**src/rtl/adc_sample_conditioner_pkg.sv**
```systemverilog
// Shared constants and types for the ADC sample conditioning front end.
package adc_sample_conditioner_pkg;

  localparam int unsigned DEF_DATA_WIDTH  = 10;
  localparam int unsigned DEF_WINDOW_LOG2 = 16;
  localparam int unsigned DEF_MIDPOINT    = 512;
  localparam int unsigned DEF_TEST_MAX    = 1020;
  localparam int unsigned WORD_WIDTH      = 16;

  typedef enum logic {
    IDLE    = 1'b0,
    CAPTURE = 1'b1
  } state_t;

endpackage

```
**src/rtl/adc_sample_conditioner_offset_estimator.sv**
```systemverilog
// Windowed mean estimator: reports (window mean - MIDPOINT) after every full window.
module offset_estimator
  import adc_sample_conditioner_pkg::*;
#(
  parameter int unsigned DATA_WIDTH  = DEF_DATA_WIDTH,
  parameter int unsigned WINDOW_LOG2 = DEF_WINDOW_LOG2,
  parameter int unsigned MIDPOINT    = DEF_MIDPOINT
) (
  input  logic                         clk,
  input  logic                         reset,
  input  logic                         enable,
  input  logic [DATA_WIDTH-1:0]        sample,
  output logic signed [DATA_WIDTH:0]   offset,
  output logic                         offset_valid
);

  localparam int unsigned ACC_WIDTH = DATA_WIDTH + WINDOW_LOG2;
  localparam logic signed [DATA_WIDTH:0] MID = (DATA_WIDTH + 1)'(MIDPOINT);

  logic [ACC_WIDTH-1:0]   acc;
  logic [ACC_WIDTH-1:0]   acc_sum;
  logic [WINDOW_LOG2-1:0] count;
  logic [DATA_WIDTH-1:0]  mean;
  logic                   window_done;

  // The mean includes the sample arriving on the closing cycle of the window.
  always_comb begin
    acc_sum     = acc + ACC_WIDTH'(sample);
    mean        = acc_sum[ACC_WIDTH-1:WINDOW_LOG2];
    window_done = (count == '1);
  end

  always_ff @(posedge clk) begin
    if (reset) begin
      acc          <= '0;
      count        <= '0;
      offset       <= '0;
      offset_valid <= 1'b0;
    end else if (!enable) begin
      acc   <= '0;
      count <= '0;
    end else if (window_done) begin
      acc          <= '0;
      count        <= '0;
      offset       <= $signed({1'b0, mean}) - MID;
      offset_valid <= 1'b1;
    end else begin
      acc   <= acc_sum;
      count <= count + 1'b1;
    end
  end

endmodule

```
**src/rtl/adc_sample_conditioner.sv**
```systemverilog
// ADC front end: collect synchroniser, capture FSM, two-stage sample pipeline,
// test ramp and clamped DC-offset compensation.
module adc_sample_conditioner
  import adc_sample_conditioner_pkg::*;
#(
  parameter int unsigned DATA_WIDTH  = DEF_DATA_WIDTH,
  parameter int unsigned WINDOW_LOG2 = DEF_WINDOW_LOG2,
  parameter int unsigned MIDPOINT    = DEF_MIDPOINT,
  parameter int unsigned TEST_MAX    = DEF_TEST_MAX
) (
  input  logic                        adc_clock,
  input  logic                        reset,
  input  logic                        collectData,
  input  logic                        testMode,
  input  logic                        dcOffsetComp,
  input  logic [DATA_WIDTH-1:0]       adcData,
  output logic [WORD_WIDTH-1:0]       sampleOut,
  output logic                        sampleValid,
  output logic signed [DATA_WIDTH:0]  currentOffset,
  output logic                        offsetValid
);

  state_t                       state;
  logic                         collect_meta;
  logic                         collect_s;
  logic                         capturing;
  logic [DATA_WIDTH-1:0]        raw;
  logic [DATA_WIDTH-1:0]        ramp;
  logic [DATA_WIDTH-1:0]        comp_code;
  logic [DATA_WIDTH-1:0]        cond;
  logic signed [DATA_WIDTH+1:0] diff;

  assign capturing = (state == CAPTURE);

  always_ff @(posedge adc_clock) begin
    if (reset) begin
      collect_meta <= 1'b0;
      collect_s    <= 1'b0;
    end else begin
      collect_meta <= collectData;
      collect_s    <= collect_meta;
    end
  end

  always_ff @(posedge adc_clock) begin
    if (reset) begin
      state       <= IDLE;
      sampleValid <= 1'b0;
    end else begin
      sampleValid <= capturing;
      case (state)
        IDLE:    if (collect_s)  state <= CAPTURE;
        CAPTURE: if (!collect_s) state <= IDLE;
        default: state <= IDLE;
      endcase
    end
  end

  // Two extra bits keep raw - offset exact; the top bits flag underflow/overflow.
  always_comb begin
    diff = $signed({2'b00, raw}) - $signed({currentOffset[DATA_WIDTH], currentOffset});
    if (diff[DATA_WIDTH+1]) begin
      comp_code = '0;
    end else if (diff[DATA_WIDTH]) begin
      comp_code = '1;
    end else begin
      comp_code = diff[DATA_WIDTH-1:0];
    end

    if (testMode) begin
      cond = ramp;
    end else if (dcOffsetComp && offsetValid) begin
      cond = comp_code;
    end else begin
      cond = raw;
    end
  end

  always_ff @(posedge adc_clock) begin
    if (reset) begin
      raw       <= '0;
      sampleOut <= '0;
      ramp      <= '0;
    end else begin
      raw <= adcData;
      if (capturing) begin
        sampleOut <= WORD_WIDTH'(cond);
      end
      if (!testMode) begin
        ramp <= '0;
      end else if (capturing) begin
        ramp <= (ramp == DATA_WIDTH'(TEST_MAX)) ? '0 : ramp + 1'b1;
      end
    end
  end

  offset_estimator #(
    .DATA_WIDTH  (DATA_WIDTH),
    .WINDOW_LOG2 (WINDOW_LOG2),
    .MIDPOINT    (MIDPOINT)
  ) u_offset_estimator (
    .clk          (adc_clock),
    .reset        (reset),
    .enable       (capturing && !testMode),
    .sample       (raw),
    .offset       (currentOffset),
    .offset_valid (offsetValid)
  );

endmodule

```
**config.mk**
```make
export PLATFORM = sky130hd
export DESIGN_NAME = adc_sample_conditioner
export DESIGN_NICKNAME = d
export VERILOG_FILES = /design/src/rtl/adc_sample_conditioner_pkg.sv /design/src/rtl/adc_sample_conditioner_offset_estimator.sv /design/src/rtl/adc_sample_conditioner.sv
export SDC_FILE = /design/constraint.sdc
export NUM_CORES = 1
export LEC_CHECK = 0
export CAP_MARGIN = 20
export CORE_MARGIN = 2
export CORE_UTILIZATION = 56
export DETAILED_ROUTE_END_ITERATION = 12
export GPL_ROUTABILITY_DRIVEN = 0
export PLACE_DENSITY = 0.82
export SETUP_SLACK_MARGIN = 0.15
export SLEW_MARGIN = 20
export SYNTH_ARGS = -nofsm -noshare
export SYNTH_HDL_FRONTEND = slang
export SYNTH_SLANG_ARGS = --single-unit
export TNS_END_PERCENT = 30
```
**constraint.sdc**
```tcl
create_clock -name adc_clock -period 3.7 [get_ports adc_clock]
set_input_delay 0.555 -clock adc_clock [delete_from_list [all_inputs] [get_ports adc_clock]]
set_output_delay 0.555 -clock adc_clock [all_outputs]
set_load 0.01 [all_outputs]
```
Yosys cells after proc, flatten, opt, wreduce, memory -nomap -nowiden
Cells that the tools add are included.
{"block": "word_totals", "inputBits": 15, "output_inout_bits": 29, "wordCells": 32, "ff_bits": 88}
{"block": "classes", "muxes": 6, "n_eq_ne": 2, "n_reduce_logical": 6, "bitwise_logic": 2, "addsub": 5}
{"operator": "$mux 10", "n": 5}
{"operator": "$add 26x10->26", "n": 1}
{"operator": "$add 16x1->16 const B", "n": 1}
{"operator": "$eq 16x16->1 const B", "n": 1}
{"operator": "$sub 11x11->12", "n": 1}
{"operator": "$sub 10x10->11 const B", "n": 1}
{"operator": "$add 10x1->10 const B", "n": 1}
{"operator": "$eq 10x10->1 const B", "n": 1}
{"operator": "$reduce_or 3->1", "n": 1}
{"operator": "$logic_and 1x1->1", "n": 2}
{"operator": "$not 1->1", "n": 2}
{"operator": "$reduce_and 2->1", "n": 1}
{"operator": "$reduce_or 2->1", "n": 1}
{"operator": "$logic_not 1->1", "n": 1}
{"operator": "$mux 1", "n": 1}

Depth between registers and ports, before layout
Gate-level depths: netlist of run 1.
{"block": "depth", "ltp_word": 5, "depth_mapped": 10}

Cells and area by module
Synthesis of run 1 repeated with hierarchy kept, for this count alone.
{"block": "unflattened", "hier_cells": 511, "area_unflattened_um2": 4494.3}
{"mod": "offset_estimator", "instances": 1, "cells_each": 269, "seq_area_each_um2": 1061.0, "area_each_um2": 2417.3}
{"mod": "adc_sample_conditioner", "instances": 1, "cells_each": 242, "seq_area_each_um2": 680.7, "area_each_um2": 2077.0}

Worst setup path after synthesis of run 1
No wires, ideal clock.
{"block": "synth_path", "path_type": "register -> register", "start": "reg raw[0]", "end": "reg u_offset_estimator.offset[0]", "arrival_time_ns": 2.225, "path_slack_ns": 1.389, "path_buffers": 0, "required_ns": 3.614, "stages_incl_launch_ff": 9, "synth_period_minus_slack_ns": 2.311, "path_cell_list": "dfxtp_1 -> ha_1 -> fa_1 -> a211oi_1 -> o211ai_2 -> a41oi_2 -> nor3_1 -> xnor2_1 -> a211oi_1"}
{"block": "synth_via", "elab_chain_cells": 2}
{"element": "start, declared", "line": "adc_sample_conditioner.sv:27", "rtl": "logic [DATA_WIDTH-1:0] raw;"}
{"element": "start signal, assigned", "line": "adc_sample_conditioner.sv:85", "rtl": "raw <= adcData;"}
{"element": "$add 26x10->26", "line": "adc_sample_conditioner_offset_estimator.sv:28", "rtl": "acc_sum = acc + ACC_WIDTH'(sample);"}
{"element": "$sub 10x10->11", "line": "adc_sample_conditioner_offset_estimator.sv:45", "rtl": "offset <= $signed({1'b0, mean}) - MID;"}
{"element": "end signal, assigned", "line": "adc_sample_conditioner_offset_estimator.sv:45"}
{"element": "end, declared", "line": "adc_sample_conditioner_offset_estimator.sv:13", "rtl": "output logic signed [DATA_WIDTH:0] offset,"}
No other way between the ends.
A chain may end at the register's enable or synchronous reset.

Final worst setup path of run 1
Ends and elaborated chain as after synthesis.

==> results of run 1 <==
per-layer routing:
metal / up-vias / GRT usage, %
met5: - / 0
met4: 0 / 9.762
li1: 1979 / -
met3: 19 / 5.090
met1: 1929 / 30.68
met2: 133 / 40.03
critical path: cells and delay by family, from the launching register on:
kind / cells / cell delay (ns)
compound gates: 4 / 1.36
xor+xnor: 1 / 0.18
fa+ha+maj: 2 / 0.67
flops: 1 / 0.33
simple gates: 1 / 0.14
registers in the layout, summed over array words and instances, names as in the netlist:
signal                           cells
u_offset_estimator.acc              26
capturing                            1
u_offset_estimator.offset_valid      1
ramp                                10
u_offset_estimator.count            16
u_offset_estimator.offset           10
sampleOut                           10
collect_s                            1
raw                                 10
collect_meta                         1
sampleValid                          1
path summary, 6_finish.rpt:
kind                     start                           end  slack [ns]  cells after the start
setup / recovery        raw[0]  u_offset_estimator.offset[0]        0.96                      8
hold / removal    collect_meta                     collect_s        0.45                      1
setup reg to reg        raw[0]  u_offset_estimator.offset[0]        0.96                      8
hold reg to reg   collect_meta                     collect_s        0.45                      1
Yosys cell counts (9+ instances only):
| cell type | number | area share (%) |
|---|---|---|
| nand4_1 | 12 | 1.6 |
| a21oi_1 | 16 | 1.7 |
| and3_1 | 9 | 1.2 |
| ha_1 | 24 | 6.4 |
| xor2_1 | 23 | 4.3 |
| xnor2_1 | 24 | 4.5 |
| nand2_1 | 25 | 2.0 |
| nor2b_1 | 16 | 2.1 |
| nor3_1 | 24 | 2.5 |
| o21ai_0 | 16 | 1.7 |
| nand3_1 | 15 | 1.6 |
| nor2_1 | 83 | 6.6 |
| a211oi_1 | 12 | 1.9 |
| clkbuf_1 | 12 | 0.95 |
| dfxtp_1 | 87 | 37 |
| inv_1 | 28 | 2.2 |
| buf_4 | 9 | 1.4 |
layout make-up:
type / instances / area [µm²] / area share, %
clock inverters: 7 / 47.55 / 0.9007
well taps: 105 / 131.4 / 2.489
clock buffers: 9 / 123.9 / 2.347
flip-flops and latches: 87 / 1742 / 32.99
inverters: 29 / 111.4 / 2.110
multi-input cells: 404 / 2730 / 51.72
repair buffers: 40 / 392.9 / 7.443
metrics by stage:
| stage | util [%] | cells |
|---|---|---|
| final | 64.57 | 681 |
| after global placement | 62.47 | 665 |
| after CTS | 64.57 | 681 |
| after floorplan | - | 549 |
| after detailed placement | 62.47 | 665 |
| after global routing | 64.57 | 681 |
cells by family (layout without fill, tap and decap cells):
kind of cell	after synthesis	in the layout	share of synthesized area, %
buf+inv	58	85	5.697
compound gates	101	101	16.27
mux	3	3	0.6624
simple gates	221	221	24.48
fa+ha+maj	26	26	7.207
flops	87	87	36.88
other cells	1	6	0.07942
xor+xnor	47	47	8.717
power breakdown:
group / total, mW / leakage, nW / internal, mW / switching, mW
combinational: 0.172 / 1.08 / 0.0750 / 0.0969
sequential: 0.958 / 0.704 / 0.946 / 0.0124
clock: 0.605 / 0.0858 / 0.245 / 0.360
==> impl_metrics.json, run 1 <==
{
  "status": "completed",
  "critical_path.slowest_cell": "a41oi_2",
  "total_power_mw": 1.735,
  "vdd_drop_max_mv": 0.2073,
  "min_period_ns": 2.737,
  "end_kind": "register",
  "drive_gt1_share_pct": 6.597,
  "grt_pass1_vias": 3698,
  "cts_setup_buffers": 0,
  "synth_ff_type": "dfxtp_1",
  "m1WireLength_mm": 4.684,
  "grt_max_degree": 41,
  "worstHoldPathType": "reg2reg",
  "antenna_found_initial": 0,
  "wl_met3_um": 750,
  "seq_area_frac_synth_pct": 36.88,
  "ios": 44,
  "diodes": 0,
  "drt_wl_total_mm": 10.62,
  "critPathMaxStageDelay_ns": 0.49,
  "drv_cap": 0,
  "path_cells": "ha_1 -> fa_1 -> a211oi_1 -> o211ai_2 -> a41oi_2 -> nor3_1 -> xnor2_1 -> a211oi_1",
  "cts.root.buffer_cell": "clkbuf_8",
  "routedWlPerCell_um": 15.59,
  "setup-violations-final": 0,
  "grt_overflow": 0,
  "insertion_delay_ns": 0.37,
  "dieWidth_um": 95.83,
  "critical_path_arrival_ns": 3.02,
  "drt_iter0_markers": 179,
  "worst_pin_slew_ns": 0.7509,
  "holdWs_ns": 0.4488,
  "drt-pass1-iter-count": 5,
  "grt_pass1_wl_mm": 17.19,
  "crit_type": "reg2reg",
  "stdcell_area_mm2": 0.005279,
  "hold_viol_final": 0,
  "maxSlewViolCount": 0,
  "synth_area_mm2": 0.004722,
  "synth.distinct_cells": 66,
  "dieArea_mm2": 0.009182,
  "hpwl_mm": 7.881,
  "gr-usage-all-layers_pct": 24.18,
  "initial_utilization_pct": 57.76,
  "port_buffers": 37,
  "slew_headroom_pct": 49.67,
  "ant_nets": 0,
  "synthArstFlopShare_pct": 0,
  "fin_ws_ns": 0.9634,
  "die_height_um": 95.83,
  "cts_hold_buffers": 0,
  "mostFrequentLayoutCell": "dfxtp_1",
  "cts_resized": 0,
  "top_layer_used": "met4",
  "clockBufferDepth": 2,
  "fin_tns_setup_ns": 0,
  "startpoint_type": "register",
  "core_mm2": 0.008175,
  "mostFrequentLayoutCells": "dfxtp_1, nor2_1, clkdlybuf4s50_1, inv_1, nand2_1",
  "fmax_mhz": 365.4,
  "worstPathMaxFanout": 10,
  "dp_slack_ns": 1.009,
  "final.period_utilization_pct": 73.96,
  "crit_top_cell": "a211oi_1",
  "synth-seq-cells": 87,
  "synthCells": 544,
  "worstPathRequired_ns": 3.99,
  "p_leak_nw": 1.866,
  "vias": 4060,
  "n_fill_cell": 706,
  "drcViolationCount": 0,
  "routed_via_density": 5.962,
  "path_clk_slew_ns": 0.10,
  "p_per_area_mw_per_mm2": 328.7,
  "avgSynthCellArea_um2": 8.680,
  "synth_edf_count": 0,
  "rows": 33,
  "areaGrowthSynthToFinish_pct": 11.79,
  "nets": 612,
  "numCtsBuffers": 9,
  "htreeDepth": 3,
  "post_dp_cell_area_mm2": 0.005107,
  "rsz0062_at_grt": "no",
  "cts_tree": "done",
  "wl_met2_mm": 4.989,
  "clock_sinks": 87,
  "yosysWarnings": 0,
  "finClkSkew_ns": 0.01616
}
No activity file was read; power rests on OpenSTA's default activity.
==> inputs of run 2 (changes only) <==
--- a/config.mk
+++ b/config.mk
@@ -7,10 +7,10 @@
 export LEC_CHECK = 0
 export CAP_MARGIN = 20
 export CORE_MARGIN = 2
-export CORE_UTILIZATION = 56
+export CORE_UTILIZATION = 52
 export DETAILED_ROUTE_END_ITERATION = 12
 export GPL_ROUTABILITY_DRIVEN = 0
-export PLACE_DENSITY = 0.82
+export PLACE_DENSITY = 0.8
 export SETUP_SLACK_MARGIN = 0.15
 export SLEW_MARGIN = 20
 export SYNTH_ARGS = -nofsm -noshare
==> constraint.sdc (replaced) <==
create_clock -name adc_clock -period 2.2 [get_ports adc_clock]
set_input_delay 0.33 -clock adc_clock [delete_from_list [all_inputs] [get_ports adc_clock]]
set_output_delay 0.33 -clock adc_clock [all_outputs]
set_load 0.01 [all_outputs]
==> run 2 against run 1 <==
The run now ends with negative setup slack left; critical path depth up 1; worst hold slack worse by 0.0051 ns; combinational power grew to 2.6 times the previous value; sequential power up 69%; sequential share of layout area down 4.5 points; setup slack lost 0.98 ns; utilization grew 6.9 points; clock-buffer cell count grew 1; non-clock buffer count increased by 44; final area rose by 19%; die area up 7.4%; critical path type unchanged; largest cell class unchanged.
==> impl_metrics.json, run 2 (same netlist as run 1, synthesis figures left out) <==
{
  "p_per_area_mw_per_mm2": 514.6,
  "cts_tree": "done",
  "fin_ws_ns": -0.01944,
  "vdd_drop_max_mv": 0.2850,
  "power_frac_seq_pct": 50.2,
  "fmax_mhz": 450.6,
  "post_dp_cell_area_mm2": 0.005430,
  "reg2reg_depth": 9,
  "worstHoldEndpoint": "capturing",
  "die_height_um": 99.30,
  "ios": 44,
  "fin_tns_setup_ns": -0.01944,
  "routedWlPerCell_um": 18.59,
  "diodes": 0,
  "min_period_ns": 2.219,
  "busiest_layer": "met2",
  "numCtsBuffers": 9,
  "grt_pass1_wl_mm": 20.40,
  "end_kind": "register",
  "r2r_start": "u_offset_estimator.offset[7]",
  "startpoint_type": "register",
  "port_buffers": 37,
  "drv_cap": 0,
  "critical_path.slowest_cell": "dfxtp_2",
  "areaGrowthSynthToFinish_pct": 32.56,
  "drt_wl_total_mm": 13.55,
  "drt_iter0_markers": 306,
  "rows": 34,
  "insertion_delay_ns": 0.36,
  "initial_utilization_pct": 53.88,
  "mostFrequentLayoutCells": "nor2_1, dfxtp_1, buf_4, clkdlybuf4s50_1",
  "drcViolationCount": 0,
  "globalRouteMet3Util_pct": 5.552,
  "p_int_mw": 2.355,
  "largest_register_ffs": 26,
  "hpwl_mm": 8.261,
  "seq_area_mm2": 0.001785,
  "r2r-end": "sampleOut[8]",
  "grt_pass1_vias": 4248,
  "path_cells": "inv_1 -> ha_4 -> o21ai_2 -> o211ai_1 -> a21boi_4 -> a21oi_4 -> buf_6 -> a2111oi_4 -> nor3_1",
  "n_fill_cell": 602,
  "switchingPower_mw": 0.8664,
  "antenna_found_initial": 0,
  "p_leak_nw": 2.179,
  "final.period_utilization_pct": 100.9,
  "reg_top3": "u_offset_estimator.acc x26, u_offset_estimator.count x16",
  "violations": "negative setup slack",
  "grtUsageMet1_pct": 32.01,
  "core_mm2": 0.008763,
  "clock_sinks": 87,
  "vias": 4481,
  "gr-usage-all-layers_pct": 25.73,
  "holdPathStages": 1,
  "drt-pass1-iter-count": 6,
  "min_from": "collect_s",
  "swShare_pct": 26.90,
  "power_frac_comb_pct": 13.6,
  "critPathMaxStageDelay_ns": 0.35,
  "use_met2_pct": 42.05,
  "maxSlewViolCount": 0,
  "clockBufferDepth": 2,
  "grt_overflow": 0,
  "crit_type": "reg2reg",
  "stdcell_area_mm2": 0.006260,
  "routed_via_density": 6.147,
  "ant_nets": 0,
  "critical_path_arrival_ns": 2.47,
  "cts.root.buffer_cell": "clkbuf_8",
  "drive_gt1_share_pct": 27.05,
  "top_register": "u_offset_estimator.acc",
  "regToRegSetupSlack_ns": -0.02,
  "multiInputGateArea_mm2": 0.003246,
  "finClkSkew_ns": 0.01600,
  "worstPathMaxFanout": 5,
  "mostFrequentLayoutCell": "nor2_1",
  "grt_max_degree": 41,
  "setup-violations-final": 1,
  "rsz0062_at_grt": "yes",
  "dieWidth_um": 99.30,
  "htreeDepth": 3,
  "postLayoutCoreUtil_pct": 71.43,
  "hold_viol_final": 0,
  "nets": 657,
  "worstPathRequired_ns": 2.45,
  "dieArea_mm2": 0.009860,
  "status": "finished, violations left",
  "holdWs_ns": 0.4437,
  "path_clk_slew_ns": 0.09,
  "clock_power_share_pct": 36.2,
  "worstHoldPathType": "reg2reg"
}
-- run 2: through the flow --
stage               setup WS, ns  power, mW  cells
floorplan                 0.1238      1.867    549
global placement        0.006332      1.950    694
detailed placement      -0.09776      1.959    694
CTS                      0.05061      3.139    713
global route             -0.1116      3.319    729
finish                  -0.01944      3.221    729
-- run 2: worst max path at each step --
stage	start	endpoint	slack [ns]	depth (start not counted)
2_1_floorplan	raw[0]	u_offset_estimator.offset[0]	0.12	8
3_3_place_gp	raw[0]	sampleOut[7]	0.006	9
3_5_place_dp	raw[0]	sampleOut[6]	-0.1	9
4_1_cts	raw[0]	u_offset_estimator.offset[2]	0.05	9
5_1_grt	u_offset_estimator.offset[7]	sampleOut[8]	-0.11	9
6_report	u_offset_estimator.offset[7]	sampleOut[8]	-0.02	9
-- run 2: what timing repair did --
action,4_1_cts,5_1_grt
pin swaps,23,59
cloned,1,0
endpoints found under the setup margin,35,39
setup buffers,2,16
gates resized for setup,36,69
hold buffers,0,0
-- run 2: power by group through the flow --
stage	registers [mW]	logic (mW)	clock network, mW
after global placement	1.65	0.300	0
final	1.62	0.439	1.17
after CTS	1.62	0.349	1.17
after global routing	1.62	0.468	1.23
after floorplan	1.64	0.225	0
after detailed placement	1.65	0.308	0
-- run 2: cell type report --
cell class	count	area share, %
Tap cell	108	2.159
Sequential cell	87	28.52
Timing Repair Buffer	84	12.37
Multi-Input combinational cell	405	51.85
Clock buffer	10	2.199
Clock inverter	6	1.119
Inverter	29	1.779
-- run 2: critical path, delay by kind of cell (launching register included) --
kind	cells	cell delay, ns
AO/OA/AOI/OAI	5	1.14
AND/OR/NAND/NOR	1	0.10
buffers and inverters	2	0.22
flip-flops	1	0.35
adder cells (fa/ha/maj)	1	0.30
-- run 2: per-layer routing --
layer	part of all wire [%]	up-vias	routed length, µm
met1	40	2157	5411
met5	0	-	0
met2	49	197	6603
met3	7.3	56	987
met4	4.0	0	547
li1	-	2071	-
